<file path="config.mk">
export PLATFORM = sky130hd
export DESIGN_NAME = uart_score_reporter
export DESIGN_NICKNAME = d
export VERILOG_FILES = /design/src/rtl/uart_score_reporter.sv
export SDC_FILE = /design/constraint.sdc
export NUM_CORES = 1
export LEC_CHECK = 0
export ABC_AREA = 1
export CAP_MARGIN = 25
export CORE_MARGIN = 2
export CORE_UTILIZATION = 39
export DETAILED_ROUTE_END_ITERATION = 12
export PLACE_DENSITY_LB_ADDON = 0.25
export SLEW_MARGIN = 10
export SYNTH_ARGS = -nofsm -noshare
export SYNTH_HDL_FRONTEND = slang
export SYNTH_SLANG_ARGS = --single-unit
</file>
<file path="constraint.sdc">
create_clock -name clk -period 2.1 [get_ports clk]
set_input_delay 0.42 -clock clk [delete_from_list [all_inputs] [get_ports clk]]
set_output_delay 0.42 -clock clk [all_outputs]
set_load 0.005 [all_outputs]
</file>
<file path="src/rtl/uart_score_reporter.sv">
// Formats game events (start, score change, game over) into 8-byte ASCII frames
// "T:ddddd<EOL>" and writes them byte by byte into the UART TX FIFO.
module uart_score_reporter #(
  parameter bit         SCORE_EN = 1'b1,
  parameter logic [7:0] EOL_CHAR = 8'h0A
) (
  input  logic        clk,
  input  logic        rst,
  input  logic [15:0] score_in,
  input  logic        game_start,
  input  logic        game_over,
  input  logic        tx_full,
  output logic [7:0]  w_data,
  output logic        wr_uart,
  output logic        busy,
  output logic [7:0]  frames_sent
);

  typedef enum logic [1:0] {IDLE, CONV, PUT, GAP} state_e;

  localparam logic [7:0] TAG_G = 8'h47;
  localparam logic [7:0] TAG_S = 8'h53;
  localparam logic [7:0] TAG_P = 8'h50;

  state_e      state_q, state_d;
  logic        prev_start_q, prev_over_q;
  logic [15:0] last_score_q;
  logic        pend_g_q, pend_g_d, pend_s_q, pend_s_d, pend_p_q, pend_p_d;
  logic [7:0]  tag_q, tag_d;
  logic [15:0] bin_q, bin_d;
  logic [19:0] bcd_q, bcd_d, bcd_adj;
  logic [3:0]  cnt_q, cnt_d;
  logic [2:0]  idx_q, idx_d;
  logic [7:0]  frames_q, frames_d;
  logic [7:0]  frame_byte;
  logic        any_pend, take;
  logic        clr_g, clr_s, clr_p;

  assign any_pend = pend_g_q | pend_s_q | pend_p_q;
  assign take     = (state_q == IDLE) && any_pend;
  assign clr_g    = take & pend_g_q;
  assign clr_s    = take & ~pend_g_q & pend_s_q;
  assign clr_p    = take & ~pend_g_q & ~pend_s_q & pend_p_q;

  // NOTE: sequential state is written with non-blocking assignments only, so every
  // flop samples the values computed before the edge regardless of process order.
  always_ff @(posedge clk) begin
    if (rst) begin
      state_q      <= IDLE;
      prev_start_q <= 1'b0;
      prev_over_q  <= 1'b0;
      last_score_q <= '0;
      pend_g_q     <= 1'b0;
      pend_s_q     <= 1'b0;
      pend_p_q     <= 1'b0;
      tag_q        <= '0;
      bin_q        <= '0;
      bcd_q        <= '0;
      cnt_q        <= '0;
      idx_q        <= '0;
      frames_q     <= '0;
    end else begin
      state_q      <= state_d;
      prev_start_q <= game_start;
      prev_over_q  <= game_over;
      last_score_q <= score_in;
      pend_g_q     <= pend_g_d;
      pend_s_q     <= pend_s_d;
      pend_p_q     <= pend_p_d;
      tag_q        <= tag_d;
      bin_q        <= bin_d;
      bcd_q        <= bcd_d;
      cnt_q        <= cnt_d;
      idx_q        <= idx_d;
      frames_q     <= frames_d;
    end
  end

  // A new event in the same cycle as its flag is consumed wins, so it is never lost.
  always_comb begin
    pend_g_d = (pend_g_q & ~clr_g) | (game_over & ~prev_over_q);
    pend_s_d = (pend_s_q & ~clr_s) | (game_start & ~prev_start_q);
    pend_p_d = (pend_p_q & ~clr_p) |
               (SCORE_EN && game_start && !game_over && (score_in != last_score_q));
  end

  always_comb begin
    // NOTE: every variable gets a default before the case so no path can infer a latch.
    bcd_adj  = bcd_q;
    for (int i = 0; i < 5; i++) begin
      if (bcd_q[4*i +: 4] >= 4'd5) bcd_adj[4*i +: 4] = bcd_q[4*i +: 4] + 4'd3;
    end
    tag_d    = tag_q;
    bin_d    = bin_q;
    bcd_d    = bcd_q;
    cnt_d    = cnt_q;
    idx_d    = idx_q;
    frames_d = frames_q;
    case (state_q)
      IDLE: begin
        cnt_d = '0;
        idx_d = '0;
        if (any_pend) begin
          bin_d = score_in;
          bcd_d = '0;
          tag_d = pend_g_q ? TAG_G : (pend_s_q ? TAG_S : TAG_P);
        end
      end
      CONV: begin
        {bcd_d, bin_d} = {bcd_adj[18:0], bin_q, 1'b0};
        cnt_d          = cnt_q + 4'd1;
      end
      GAP: begin
        idx_d = idx_q + 3'd1;
        if (idx_q == 3'd7) frames_d = frames_q + 8'd1;
      end
      default: ;
    endcase
  end

  always_comb begin
    state_d = state_q;
    case (state_q)
      IDLE:    if (any_pend) state_d = CONV;
      CONV:    if (cnt_q == 4'd15) state_d = PUT;
      PUT:     if (!tx_full) state_d = GAP;
      GAP:     state_d = (idx_q == 3'd7) ? IDLE : PUT;
      default: state_d = IDLE;
    endcase
  end

  always_comb begin
    case (idx_q)
      3'd0:    frame_byte = tag_q;
      3'd1:    frame_byte = 8'h3A;
      3'd2:    frame_byte = 8'h30 + {4'h0, bcd_q[19:16]};
      3'd3:    frame_byte = 8'h30 + {4'h0, bcd_q[15:12]};
      3'd4:    frame_byte = 8'h30 + {4'h0, bcd_q[11:8]};
      3'd5:    frame_byte = 8'h30 + {4'h0, bcd_q[7:4]};
      3'd6:    frame_byte = 8'h30 + {4'h0, bcd_q[3:0]};
      default: frame_byte = EOL_CHAR;
    endcase
    busy        = (state_q != IDLE);
    // Gating with rst keeps a mid-frame reset from leaking one more write.
    wr_uart     = (state_q == PUT) && !tx_full && !rst;
    w_data      = (state_q == PUT) ? frame_byte : 8'h00;
    frames_sent = frames_q;
  end

endmodule
</file>
# Word level (Yosys, flattened, before mapping)
# Index checks and enable logic that the tools add are counted.
# totals
regBits,82
input_bits,21
output_inout_bits,18
elab_cells,105
# op_classes
add_sub_neg,13
order_cmp,5
eq_ne,15
muxes,20
n_bitwise,22
n_reduce_logical,17
# op_table
op,n
8-bit one-hot mux with 7 select lines,1
20-bit one-hot mux with 2 select lines,1
6-bit by 4-bit adder with 7-bit output (first input constant),5
16-bit one-hot mux with 2 select lines,1
4-bit by 3-bit greater-or-equal comparator with 1-bit output (second input constant),5
20-bit two-way mux,1
4-bit by 2-bit adder with 4-bit output (second input constant),4
16-bit two-way mux,1
4-bit two-way mux,4
16-bit inequality test,1
3-bit equality test (second input constant),4
1-bit bitwise AND,10
2-bit two-way mux,5
8-bit by 1-bit adder with 8-bit output (second input constant),1
8-bit two-way mux,1
2-bit one-hot mux with 4 select lines,1
4-bit one-hot mux with 2 select lines,1
1-bit inverter,7
3-bit by 2-bit equality test with 1-bit output (second input constant),2
2-bit inequality test (second input constant),3
3-bit one-hot mux with 2 select lines,1
2-bit AND reduction,3
2-bit nonzero test,3
1-bit logical AND,5
other kinds (14),21

# Longest topological paths before layout
# depth
word_depth,9
depth_mapped,10
ltp_nobuf,10

# Worst setup path after synthesis
# Ideal clock, no wire load.
# synth_path
kind,reg-to-output
from,register idx_q[0]
to,output port w_data[1]
arrival_ps,1168
required_time_ps,1680
slack_ps,512
path_stages_with_launch,8
path_buffers,0
cell_sequence,dfxtp_1 -> ha_1 -> ha_1 -> inv_1 -> nand4_1 -> nand3b_1 -> nand2_1 -> inv_1
# synth_via
elab_chain_cells,3
word_cells_on_any_way,9
# synth_rtl
element,line,source
"start, declared",33,"logic [2:0] idx_q, idx_d;"
"start signal, assigned",74,idx_q <= idx_d;
"3-bit equality test, or another cell as far along",133,case (idx_q)
8-bit one-hot mux with 7 select lines (*),133,
8-bit two-way mux (*),146,w_data = (state_q == PUT) ? frame_byte : 8'h00;
"end, declared",13,"output logic [7:0] w_data,"
# Every way passes the cells marked *; elsewhere a longest branch is shown, timed or not.

# Final worst setup path
# layout_path
from,register idx_q[0]
to,output port w_data[3]
# Same word-level chain as after synthesis.

==> reports/qor.yml <==
ant_nets: 0
groute.usage.overall_pct: 17.2
holdBufCountCts: 0
ys_ff_latch: 78
yosysSeqAreaShare_pct: 36.9
netlist_area_mm2: 0.00423
period_minus_slack_ns: 2.12
finalWorstSetupSlack_ns: -0.0224
fp-row-count: 38
wl_per_cell_um: 11.9
grt_pass1_wl_um: 16000
fin_crit_sh_pct: 101
violations: "negative setup slack"
grt_overflow: 0
run_status: "finished, violations left"
antenna_found_initial: 0
synth.largest_area_cell: "dfxtp_1"
core_mm2: 0.0107
utilization_pct: 47.7
clk_latency_ns: 0.36
tightest_slew_ns: 0.688
place_area_mm2: 0.00473
hold_class: "register to register"
setup_viol: 2
num_vias: 3867
syn_area_per_cell_um2: 6.75
cts_made_buffers: 9
cts.sink_count: 78
drc: 0
grt_pass1_vias: 3535
fin_skew_ns: 0.0106
syn_inst: 627
worst_setup_path_start_kind: "register"
cp_max_fo: 5
initial_core_util_pct: 39.5
vias_per_cell: 4.74
gp_congestion: 0.930
max_freq_mhz: 471
grt_max_degree: 44
dieArea_mm2: 0.0117
clkTransAtPathRegs_ns: 0.09
relSlewSlack_pct: 54.1
max-vdd-ir-drop_mv: 0.439
finalMaxSlewViolations: 0
fp.dieH_um: 108
synth_nets: 670
dp_hpwl_um: 6720
drv_cap: 0
critical_path.max_stage_delay_ns: 0.38
end_kind: "output pin"
synth.distinct_cells: 33
critPathKind: "register to output pin"
hold_viol: 0
yosysTopAreaCellShare_pct: 36.9
pin_count: 39
clockBufferDepth: 2
rsz0062_at_grt: "yes"
async_flop_share_pct: 0
syn_to_final_growth_pct: 20.7
routed_wl_um: 9700
io_buffers: 37
num-nets-final: 713
crit_chain: "ha_4, ha_4, inv_4, nand4_1, buf_4, nand3b_1, nand2_1, inv_1, clkbuf_2"
drtIter0Drc: 198
worstPathArrival_ns: 1.70
synthFlopType: "dfxtp_1"
die_x_um: 108
synth_edf_count: 0
cts_root_buffer: "clkbuf_8"
antenna_cells: 0
synth_area_leaders: "dfxtp_1 (37%), nand2_1 (13%), nor2_1 (8.9%)"
path_buf_inv: 4
yosysWarnings: 0
cpLargestDelayFamily: "flip-flops"
dr.pass1.iters: 4
crit_top_cell: "ha_4"
power_density_mw_per_mm2: 1010
cts_tree: "done"
postLayoutCellArea_mm2: 0.00510
drive_above_1_share_pct: 13.9
cp.required_ns: 1.68
holdWs_ns: 0.419
p_leak_nw: 2.24
crit_slowest_cell: "dfxtp_4"
htreeDepth: 3
cell usage after synthesis, types with 2 or more instances:
cell type    n
dfxtp_1     78
o21ai_1      2
inv_1       97
clkbuf_1     6
a21oi_2     12
nand3b_1     5
buf_2        7
nor3_1       4
o211a_1      2
nand2_1    143
xor2_1       8
buf_4        4
o22ai_1      4
nand2_2     13
nor2_1     100
ha_1        22
nand3_1     20
a21oi_1     30
buf_1        2
o21ai_0     55
sequential cells by signal, summed over array words and instances, names as in the netlist:
register,cells
prev_over_q,1
pend_p_q,1
frames_sent,8
bcd_q,20
tag_q,4
state_q,2
bin_q,16
prev_start_q,1
last_score_q,16
pend_s_q,1
pend_g_q,1
idx_q,3
cnt_q,4
logic make-up (layout without fill, tap and decap cells):
group	Yosys count	after routing	synth area share, %
flip-flops	78	78	36.9
adder cells (fa/ha/maj)	22	22	6.51
XOR/XNOR	8	8	1.66
buffers and inverters	119	167	11.9
other	1	1	0.0886
AND/OR/NAND/NOR	289	289	28.2
AO/OA/AOI/OAI	110	110	14.7
area by class of cell:
type                       instances  area [um^2]
tap                              140          175
timing repair buffer              54          498
clock buffer                       9          124
multi-input combinational        430         2280
inverter                          97          372
sequential                        78         1570
clock inverter                     7         81.3
fill                            1081         5590
metrics by stage:
stage	TNS (ns)	std cells	worst slack, ns	total power, mW
6_report	-0.0407	815	-0.0224	5.13
2_1_floorplan	0	627	0.512	3.51
3_3_place_gp	-0.0338	792	-0.0129	3.85
5_1_grt	-0.385	815	-0.120	5.54
4_1_cts	-0.132	813	-0.128	5.15
3_5_place_dp	-0.124	792	-0.0464	3.91
routing by layer:
metal,vias up,track usage (%),routed length [um]
met3,16,4.28,368
met5,-,0,0
met4,0,4.85,166
met2,61,29.0,4510
li1,2033,-,-
met1,1757,21.8,4660
layout by cell type (no fill, tap or decap), types with 3 or more instances in the layout:
master / count
clkbuf_8: 9
dfxtp_1: 74
o21ai_0: 55
a21oi_1: 30
nor3_2: 4
clkdlybuf4s50_1: 28
nand3_1: 20
o22ai_1: 4
buf_2: 4
inv_1: 89
xor2_1: 8
inv_4: 3
buf_4: 13
nand2_1: 140
nand2_2: 14
nor2_1: 98
ha_4: 6
nand3b_1: 5
a21oi_2: 12
inv_2: 5
ha_1: 15
clkinvlp_4: 3
worst paths after layout:
kind              depth (start not counted)   startpoint         to  slack, ns
setup / recovery                          9     idx_q[0]  w_data[3]      -0.02
hold / removal                            1  prev_over_q   pend_g_q       0.42
setup reg to reg                          8   state_q[1]  bcd_q[16]       0.18
hold reg to reg                           1  prev_over_q   pend_g_q       0.42
report_power, final:
group,switching (mW),internal (mW)
combinational,1.26,0.690
clock,0.610,0.563
sequential,0.239,1.77
what timing repair did:
item,4_1_cts,5_1_grt
pin swaps,8,5
endpoints found under the setup margin,9,10
buffers inserted,6,3
gates resized for setup,53,11
Note: power is estimated with default switching activity, not from simulation.
